$ cat src/rtl/keypad_scan_ctrl.sv
// keypad_scan_ctrl: 4x4 active-low keypad scanner with per-sweep classification and sweep-level debounce.
module keypad_scan_ctrl #(
   parameter int SETTLE_CYCLES  = 1,
   parameter int DEBOUNCE_SCANS = 3,
   parameter int CNT_W          = 4
) (
   input  logic       scan_clk,
   input  logic       rst,
   input  logic [3:0] row_n,
   output logic [3:0] col_n,
   output logic [3:0] key_code,
   output logic       key_valid,
   output logic       key_held,
   output logic       multi_key
);
   typedef enum logic [1:0] {IDLE, PRESS_DB, HELD, REL_DB} state_t;
   localparam logic [CNT_W-1:0] SET_MAX = CNT_W'(SETTLE_CYCLES);
   localparam logic [CNT_W-1:0] DB_N    = CNT_W'(DEBOUNCE_SCANS);
   localparam logic [CNT_W-1:0] ONE     = {{(CNT_W-1){1'b0}}, 1'b1};
   localparam bit               DB1     = DEBOUNCE_SCANS == 1;
   state_t state_q, state_d;
   logic [1:0] col_q, col_d, hits_q, hits_d, hits_now, first_row;
   logic [CNT_W-1:0] scnt_q, scnt_d, dcnt_q, dcnt_d, dnext;
   logic [3:0] acc_q, acc_d, cand_q, cand_d, code_q, code_d, row_hit, code_now;
   logic [2:0] n_hit, sum;
   logic valid_q, valid_d, held_q, held_d, multi_q, multi_d;
   logic sample, sweep_end, single, multi, match, accept, rel_key, last_db;
   always_ff @(posedge scan_clk or posedge rst) begin
      if (rst) begin
         state_q <= IDLE;
         col_q   <= 2'd0;
         scnt_q  <= '0;
         dcnt_q  <= '0;
         hits_q  <= 2'd0;
         acc_q   <= 4'd0;
         cand_q  <= 4'd0;
         code_q  <= 4'd0;
         valid_q <= 1'b0;
         held_q  <= 1'b0;
         multi_q <= 1'b0;
      end else begin
         state_q <= state_d;
         col_q   <= col_d;
         scnt_q  <= scnt_d;
         dcnt_q  <= dcnt_d;
         hits_q  <= hits_d;
         acc_q   <= acc_d;
         cand_q  <= cand_d;
         code_q  <= code_d;
         valid_q <= valid_d;
         held_q  <= held_d;
         multi_q <= multi_d;
      end
   end
   always_comb begin
      sample    = scnt_q == SET_MAX;
      sweep_end = sample && col_q == 2'd3;
      row_hit   = ~row_n;
      n_hit     = 3'(row_hit[0]) + 3'(row_hit[1]) + 3'(row_hit[2]) + 3'(row_hit[3]);
      sum       = {1'b0, hits_q} + n_hit;
      hits_now  = sum > 3'd1 ? 2'd2 : sum[1:0];
      first_row = row_hit[0] ? 2'd0 : row_hit[1] ? 2'd1 : row_hit[2] ? 2'd2 : 2'd3;
      // The first hit of the sweep fixes the candidate; later hits only bump the count.
      code_now  = (hits_q == 2'd0 && n_hit != 3'd0) ? {col_q, first_row} : acc_q;
      single    = hits_now == 2'd1;
      multi     = hits_now == 2'd2;
      match     = single && code_now == cand_q;
      dnext     = dcnt_q + ONE;
      last_db   = dnext == DB_N;
      scnt_d    = sample ? '0 : scnt_q + ONE;
      col_d     = sample ? col_q + 2'd1 : col_q;
      hits_d    = sweep_end ? 2'd0 : sample ? hits_now : hits_q;
      acc_d     = sweep_end ? 4'd0 : sample ? code_now : acc_q;
      multi_d   = sweep_end ? multi : multi_q;
      state_d   = state_q;
      dcnt_d    = dcnt_q;
      cand_d    = cand_q;
      accept    = 1'b0;
      rel_key   = 1'b0;
      if (sweep_end) begin
         case (state_q)
            IDLE: if (single) begin
               cand_d  = code_now;
               dcnt_d  = DB1 ? '0 : ONE;
               state_d = DB1 ? HELD : PRESS_DB;
               accept  = DB1;
            end
            PRESS_DB: begin
               accept  = match && last_db;
               dcnt_d  = (match && !last_db) ? dnext : '0;
               state_d = !match ? IDLE : last_db ? HELD : PRESS_DB;
            end
            HELD: if (!(match || multi)) begin
               dcnt_d  = DB1 ? '0 : ONE;
               state_d = DB1 ? IDLE : REL_DB;
               rel_key = DB1;
            end
            REL_DB: begin
               rel_key = !(match || multi) && last_db;
               dcnt_d  = (!(match || multi) && !last_db) ? dnext : '0;
               state_d = (match || multi) ? HELD : last_db ? IDLE : REL_DB;
            end
         endcase
      end
      code_d  = accept ? cand_d : code_q;
      held_d  = accept ? 1'b1 : rel_key ? 1'b0 : held_q;
      valid_d = accept;
   end
   assign col_n     = ~(4'b0001 << col_q);
   assign key_code  = code_q;
   assign key_valid = valid_q;
   assign key_held  = held_q;
   assign multi_key = multi_q;
endmodule

$ cat config.mk
export PLATFORM = sky130hd
export DESIGN_NAME = keypad_scan_ctrl
export DESIGN_NICKNAME = d
export VERILOG_FILES = /design/src/rtl/keypad_scan_ctrl.sv
export SDC_FILE = /design/constraint.sdc
export NUM_CORES = 1
export LEC_CHECK = 0
export BUFFER_PORTS_ARGS = -buffer_cell sky130_fd_sc_hd__buf_2
export CORE_ASPECT_RATIO = 1.5
export CORE_MARGIN = 2
export CORE_UTILIZATION = 58
export CTS_CLUSTER_DIAMETER = 100
export DETAILED_ROUTE_END_ITERATION = 12
export GPL_ROUTABILITY_DRIVEN = 1
export PLACE_DENSITY_LB_ADDON = 0.25
export SYNTH_ARGS = -nofsm -noshare
export SYNTH_HDL_FRONTEND = slang
export SYNTH_SLANG_ARGS = --single-unit
export TNS_END_PERCENT = 50
$ cat constraint.sdc
create_clock -name scan_clk -period 3.2 [get_ports scan_clk]
set_input_delay 0.16 -clock scan_clk [delete_from_list [all_inputs] [get_ports scan_clk]]
set_output_delay 0.16 -clock scan_clk [all_outputs]
set_load 0.03 [all_outputs]
## Word-level counts from Yosys, hierarchy flattened

Cells that the tools add are included.

| storage, ports and cells | value |
|---|---|
| bits in latches | 0 |
| memory bits (read-only) | 0 |
| bits in writable memories | 0 |
| word-level logic and storage cells | 80 |
| bits of input ports | 6 |
| output and inout bits | 11 |
| memories | 0 |
| flip-flop bits (word level) | 29 |

| operators by class | value |
|---|---|
| divide/modulo/power cells | 0 |
| add/subtract/negate cells | 7 |
| multiplexer cells | 31 |
| bitwise logic cells | 2 |
| reductions and logical operators | 16 |
| shift-type cells | 1 |
| equality and inequality tests | 11 |
| $lt $le $gt $ge | 1 |
| $mul | 0 |

Operators with widths:

| cell | count |
|---|---|
| 4-bit 2-to-1 mux | 11 |
| 2-bit 2-to-1 mux | 11 |
| 4-bit one-hot mux with 4 select lines | 1 |
| 4-bit by 1-bit adder with 4-bit output (second input constant) | 2 |
| 2-bit == test (second input constant) | 4 |
| 4-bit inverter | 2 |
| 2-bit one-hot mux with 4 select lines | 1 |
| 1-bit logical AND | 7 |
| 1-bit 2-to-1 mux | 7 |
| 2-bit by 1-bit == test with 1-bit output (second input constant) | 2 |
| 4-bit by 1-bit == test with 1-bit output (second input constant) | 1 |
| 4-bit by 2-bit == test with 1-bit output (second input constant) | 1 |
| 4-bit == test | 1 |
| 2-bit zero test | 2 |
| 2-bit inequality test (second input constant) | 2 |
| 2-bit nonzero test | 2 |
| 1-bit by 2-bit << shifter with 4-bit output (first input constant) | 1 |
| 2-bit by 1-bit adder with 3-bit output | 1 |
| 2-bit by 3-bit adder with 3-bit output | 1 |
| 3-bit by 1-bit adder with 3-bit output | 1 |
| 3-bit by 1-bit > comparator with 1-bit output (second input constant) | 1 |
| 3-bit AND reduction | 1 |
| 3-bit nonzero test | 1 |
| 1-bit by 1-bit adder with 2-bit output | 1 |
| other kinds (3) | 4 |

## Longest topological paths before layout

Gate-level depths: netlist of run 1.

| logic depth | value |
|---|---|
| word-level depth | 16 |
| gate-level depth with buffers | 12 |
| mapped depth without buffers | 12 |

## Least setup slack after synthesis of run 1

No wires, ideal clock.

| timing path | value |
|---|---|
| path kind | input to register |
| start | in row_n[0] |
| end | reg code_q[0] (netlist: key_code[0]) |
| setup time | 0.125 ns |
| data arrival time | 3.242 ns |
| buffers on the path | 0 |
| stages | 11 |
| slack | -0.167 ns |
| path through | inv_1 > fa_1 > ha_1 > ha_1 > or3_4 > and3_4 > or3_1 > a211o_1 > or2_1 > nor3_4 > mux2_2 |

| on the way | value |
|---|---|
| longest elaborated chain between the ends | 12 |

Ends and longest elaborated chain:

| item | line | source |
|---|---|---|
| start, declared | 9 | `input logic [3:0] row_n,` |
| 4-bit inverter (*) | 58 | `row_hit = ~row_n;` |
| 1-bit by 1-bit adder with 2-bit output | 59 | `n_hit = 3'(row_hit[0]) + 3'(row_hit[1]) + 3'(row_hit[2]) + 3'(row_hit[3]);` |
| 2-bit by 1-bit adder with 3-bit output | 59 |  |
| 3-bit by 1-bit adder with 3-bit output | 59 |  |
| 2-bit by 3-bit adder with 3-bit output or 3-bit nonzero test (tied branches) | 60, 64 |  |
| 3-bit by 1-bit > comparator with 1-bit output or 1-bit logical AND (tied branches) | 61, 64 |  |
| 2-bit 2-to-1 mux or 4-bit 2-to-1 mux (tied branches) | 61, 64 |  |
| 2-bit by 1-bit == test with 1-bit output or 4-bit == test (tied branches) | 65, 67 |  |
| 1-bit logical AND | 67 | `match = single && code_now == cand_q;` |
| 1-bit logical AND | 89 | `accept = match && last_db;` |
| 1-bit 2-to-1 mux | - |  |
| 1-bit 2-to-1 mux | 80 | `if (sweep_end) begin` |
| end signal, assigned | 49 | `code_q <= code_d;` |
| end, declared | 24 | `logic [3:0] acc_q, acc_d, cand_q, cand_d, code_q, code_d, row_hit, code_now;` |

Mark *: on every way between the ends. The rest lies on a longest branch, timed or not.
A chain may end at the register's enable or synchronous reset.

## Final worst setup path of run 1

| timing path | value |
|---|---|
| start | in row_n[3] |
| end | reg code_q[2] (netlist: key_code[2]) |

| on the way | value |
|---|---|
| longest elaborated chain between the ends | 10 |

Ends and longest elaborated chain:

| item | line |
|---|---|
| 4-bit inverter (*) | 58 |
| 3-bit by 1-bit adder with 3-bit output (*) | 59 |
| 2-bit by 3-bit adder with 3-bit output or 3-bit nonzero test (tied branches) | 60, 64 |
| 3-bit by 1-bit > comparator with 1-bit output or 1-bit logical AND (tied branches) | 61, 64 |
| 2-bit 2-to-1 mux or 4-bit 2-to-1 mux (tied branches) | 61, 64 |
| 2-bit by 1-bit == test with 1-bit output or 4-bit == test (tied branches) | 65, 67 |
| 1-bit logical AND | 67 |
| 1-bit logical AND | 89 |
| 1-bit 2-to-1 mux | - |
| 1-bit 2-to-1 mux | 80 |

Marked as above.

==> results of run 1 <==
[through the flow]
| stage | instance area, um^2 | hold slack [ns] | worst slack, ns | TNS (ns) | std cells |
|---|---|---|---|---|---|
| detailed placement | 1970 | 0.476 | -0.284 | -2.48 | 245 |
| floorplan | 1730 | 0.238 | -0.0316 | -0.126 | 176 |
| finish | 2130 | 0.146 | 0.0200 | 0 | 255 |
| CTS | 2050 | 0.182 | 0.00535 | 0 | 252 |
| global placement | 1970 | 0.457 | -0.188 | -1.61 | 245 |
| global route | 2130 | 0.255 | -0.0647 | -0.243 | 255 |
[area by class of cell]
cell class              count  share of cell area (%)
clock buffers               7                    4.06
inverters                  15                    2.65
multi-input cells         131                    46.2
flip-flops and latches     29                    34.1
well taps                  39                    2.29
repair buffers             34                    10.7
[critical path, delay by kind of cell]
kind | cells | cell delay [ns]
AOI/OAI and AO/OA | 1 | 0.36
muxes | 1 | 0.33
and+or+nand+nor | 5 | 1.44
buffers and inverters | 2 | 0.10
adders and majority gates | 3 | 0.96
[cell usage after synthesis]
library cell and instances:
a2111oi_0 1, a211o_1 3, a21boi_0 3, a21o_1 1, a21oi_1 8, a22o_1 1, a22oi_1 3, a2bb2oi_1 1
a31o_2 3, a31oi_1 2, a32o_1 3, and3_1 4, and3_4 1, and3b_1 1, and4b_1 1, clkbuf_1 1
dfrtp_1 29, fa_1 2, ha_1 10, inv_1 15, mux2_2 6, nand2_1 14, nand2b_1 6, nand3_1 5
nand3b_1 1, nor2_1 16, nor3_1 4, nor3_4 1, nor4_1 1, nor4_2 2, o21a_1 1, o21ai_0 14
or2_1 1, or2_2 2, or3_1 3, or3_4 1, or4b_4 1, xnor2_1 3, xor2_1 1
[power breakdown]
group / leakage, nW / switching (mW) / total (mW) / internal, mW
registers: 0.387 / 0.0462 / 0.457 / 0.411
logic: 0.600 / 0.152 / 0.289 / 0.138
clock network: 0.0443 / 0.129 / 0.299 / 0.170
total: 1.03 / 0.327 / 1.05 / 0.718
[cells by family after synthesis]
kind of cell / Yosys count / share of synthesized area (%)
adder cells (fa/ha/maj): 12 / 9.64
multiplexers: 6 / 3.94
AND/OR/NAND/NOR: 65 / 21.5
AO/OA/AOI/OAI: 44 / 17.0
buffers and inverters: 16 / 3.51
XOR/XNOR: 4 / 2.05
flip-flops: 29 / 42.4
[layer usage]
| metal | part of all wire, % | track usage (%) | up-vias |
|---|---|---|---|
| met5 | 0 | 0 | - |
| met4 | 2.6 | 10.8 | 0 |
| met3 | 2.3 | 4.01 | 9 |
| met2 | 58 | 48.3 | 32 |
| met1 | 37 | 26.8 | 744 |
| li1 | - | - | 701 |
[sequential cells by signal, summed over array words and instances (netlist names)]
signal	count
scnt_q	4
multi_key	1
key_valid	1
state_q	2
col_q	2
key_code	4
key_held	1
dcnt_q	4
acc_q	4
hits_q	2
cand_q	4
[repair_timing]
item	in CTS	in global routing
hold buffers	0	0
setup buffers	0	3
resized for setup	1	19
pin swaps	0	10
setup endpoints to repair	8	9
gates cloned	0	0
[worst max path at each step]
stage	endpoint
floorplan	key_code[0]
finish	key_code[2]
detailed placement	key_code[2]
global route	key_code[3]
global placement	dcnt_q[2]
CTS	key_code[2]
==> flow_summary.toml, run 1 <==
[run_status]
status = "complete, no violations"

[synth]
synth_seq_area_share_pct = 42.4
ys_warn_count = 0
synthCells = 176
yosys.area.top_type = "dfrtp_1"
synth-seq-cells = 29
avgSynthCellArea_um2 = 9.73
syn-cell-area_um2 = 1710
synth_area_leaders = "dfrtp_1, ha_1, o21ai_0"
synth.distinct_cells = 39
syn_nets = 194
netlist.area_leader.share_pct = 42.4

[place]
place.gp.congestion = 0.798
portBuffers = 16
hpwlAfterDp_um = 3090

[clock_tree]
clockRootBuffer = "clkbuf_8"
ctsLongestPathBuffers = 2
numCtsBuffers = 5
insertion_delay_ns = 0.28
path_clk_slew_ns = 0.06
htree_levels = 2
cts_tree = "done"
cts_num_sinks = 29

[setup_path]
critical-path-slowest-cell = "fa_1"
cp_cell_sequence = "buf_6 -> inv_2 -> fa_1 -> ha_2 -> ha_4 -> or3_4 -> and3_4 -> or3_1 -> a211o_1 -> or2_4 -> nor3_4 -> mux2_4"
end_kind = "flip-flop"
reg2reg_to = "key_code[2]"
critPathKind = "input port to flip-flop"
crit_required_ns = 3.37
ff2ff_path_depth = 8
crit_start = "row_n[3]"
reg2reg_slack_ns = 0.33
cp_max_fo = 5
startpoint_type = "input port"
cp_slowest_stage_delay_ns = 0.54
arrival_ns = 3.35
regToRegStartpoint = "hits_q[1]"

[layout]
fill_cells = 214
drive_gt1_share_pct = 31.9
multi_input_area_um2 = 982
fin_util_pct = 74.6
antennaDiodeCount = 0
final_cell_mix = "dfrtp_1, buf_4, nor2_1, buf_2, nand2_1"
fin_nets = 234
layout_commonest_cell = "dfrtp_1"
syn_to_final_growth_pct = 24.2
area.sequential_um2 = 726

[routing]
wl_per_cell_um = 15.7
drt_iter0_drc = 61
drt_pre_antenna_iters = 4
via_per_inst = 5.83
ant_nets = 0
vias = 1486
drc_errors = 0
wirelength_um = 4000

[job]
maxCapViolCount = 0

[floorplan]
num_rows = 24
core_area_um2 = 2850
die_x_um = 48.4
initial_core_util_pct = 60.0
die_h_um = 70.6
die-area_um2 = 3410
io_pins = 17

[timing]
period_minus_slack_ns = 3.18
period_share_pct = 99.4
hold_violations = 0
fmax_mhz = 314
finalSetupViolCount = 0
rsz0062_at_grt = "yes"
clock_skew_ns = 0.00596
relSlewSlack_pct = 27.2
tightest_slew_ns = 1.09
slew_viol_final = 0

[pwr]
power.static_leakage_nw = 1.03
cellPowerDensity_nw_per_um2 = 492
total_power_mw = 1.05
irDropWorstVdd_mv = 0.477

[grt]
gr-usage-all-layers_pct = 25.1
grt_overflow_total = 0
antenna_found_initial = 0
grt_max_degree = 30
grt_pass1_wl_um = 6730
grt_pass1_vias = 1493

[worst_hold_path]
hp-class = "input port to asynchronous set/reset pin"
No activity file was read; power rests on OpenSTA's default activity.
==> run 2: changes to the inputs <==
- CORE_UTILIZATION: 58 -> 60
- PLACE_DENSITY: not set -> 0.89
- PLACE_DENSITY_LB_ADDON: 0.25 -> not set
- clock period: 3.2 -> 3.8 ns (I/O delays scaled with it)
==> run 2 against run 1 <==
Clock power is 6% lower. Core utilization decreased by 2.7 points. Sequential share of layout area rose by 3.2 points. Critical endpoint is now key_code[0]. Largest power group unchanged.
==> flow_summary.toml, run 2 (synthesis gave the netlist of run 1 again) <==
[timing]
period_minus_slack_ns = 3.45
clock_skew_ns = 0.00809
worst_slack_ns = 0.348
worst_hold_slack_ns = 0.162
rsz0062_at_grt = "no"
period_share_pct = 90.8
hold_violations = 0
finalSetupViolCount = 0
relSlewSlack_pct = 28.0
fmax_mhz = 290
finalSetupTns_ns = 0
slew_viol_final = 0
tightest_slew_ns = 1.08

[setup_path]
crit_required_ns = 3.97
arrival_ns = 3.63
cp_max_fo = 6
critPathKind = "input port to flip-flop"
end_kind = "flip-flop"
startpoint_type = "input port"
reg2reg_slack_ns = 0.96

[layout]
drive_gt1_share_pct = 21.0
syn_to_final_growth_pct = 13.5
final_cell_mix = "dfrtp_1, nor2_1, buf_2, inv_1"
antennaDiodeCount = 0
fin_area_um2 = 1940
fin_nets = 217
layout_commonest_cell = "dfrtp_1"

[grt]
grt_overflow_total = 0
grt_max_degree = 30
grt_pass1_wl_um = 6130
grt_pass1_vias = 1416
gr-usage-all-layers_pct = 26.1
antenna_found_initial = 0

[job]
maxCapViolCount = 0

[clock_tree]
cts_num_sinks = 29
cts_resized = 0
path_clk_slew_ns = 0.06
htree_levels = 2
ctsLongestPathBuffers = 2
numCtsBuffers = 5
clockRootBuffer = "clkbuf_8"
post_cts_buffers = 0
insertion_delay_ns = 0.29
cts_hold_buffers = 0
cts_tree = "done"

[pwr]
cellPowerDensity_nw_per_um2 = 443
total_power_mw = 0.861
power.static_leakage_nw = 0.952
irDropWorstVdd_mv = 0.314

[routing]
wl_met1_um = 1420
drt_iter0_drc = 36
wirelength_um = 3680
wl_met3_um = 98
dr_wl_met2_um = 2020
vias = 1394
dr.max_layer_used = "met4"
drt_pre_antenna_iters = 4
ant_nets = 0
drc_errors = 0
via_per_inst = 5.88
wl_per_cell_um = 15.5

[place]
place.gp.congestion = 0.853
dp_slack_ns = 0.0668
placed_area_um2 = 1840
hpwlAfterDp_um = 2800
portBuffers = 16

[floorplan]
die_x_um = 47.6
die_h_um = 69.4
core_area_um2 = 2710
die-area_um2 = 3310
io_pins = 17
num_rows = 23
initial_core_util_pct = 63.3

[run_status]
status = "complete, no violations"

[worst_hold_path]
hp-class = "input port to asynchronous set/reset pin"
-- run 2: changes by cell type in the layout (fill, tap and decap cells not counted), moves of 3 or more --
cell	delta
inv_2	-3
mux2_4	-4
inv_1	+3
mux2_2	+4
buf_4	-17
-- run 2: layout make-up --
cell class,instances,area (um^2)
tap,37,46.3
sequential,29,726
fill,215,761
inverter,15,56.3
clock inverter,1,5.00
multi-input combinational,131,927
clock buffer,7,96.3
timing repair buffer,17,87.6
-- run 2: stage by stage --
step	util, %	std cells
2_1_floorplan	-	176
3_3_place_gp	68.1	229
3_5_place_dp	68.1	229
4_1_cts	71.9	237
5_1_grt	71.9	237
6_report	71.9	237
-- run 2: metal layers --
layer	vias to the layer above	GRT usage, %
met2	18	43.2
met5	-	0
met4	0	13.5
met3	11	8.07
met1	691	27.7
li1	674	-
-- run 2: power by group --
part           internal (mW)  switching [mW]
Combinational         0.0817           0.112
Clock                  0.163           0.119
Sequential             0.346          0.0386
-- run 2: path summary, 6_finish.rpt --
kind                                start           to  depth (start not counted)
worst max-delay path             row_n[0]  key_code[0]                         12
max in group asynchronous             rst     key_held                          2
worst max register to register  hits_q[0]  key_code[0]                          9
worst min register to register  multi_key    multi_key                          2
worst min-delay path                  rst     acc_q[1]                          2
min in group scan_clk            row_n[1]     acc_q[1]                          3
-- run 2: critical path, cell delays in order --
cell     delay [ns]
buf_2          0.12
inv_1          0.06
fa_1           0.48
ha_1           0.20
ha_1           0.32
or3_4          0.42
and3_4         0.19
or3_1          0.34
a211o_1        0.37
or2_1          0.28
nor3_4         0.26
mux2_2         0.38
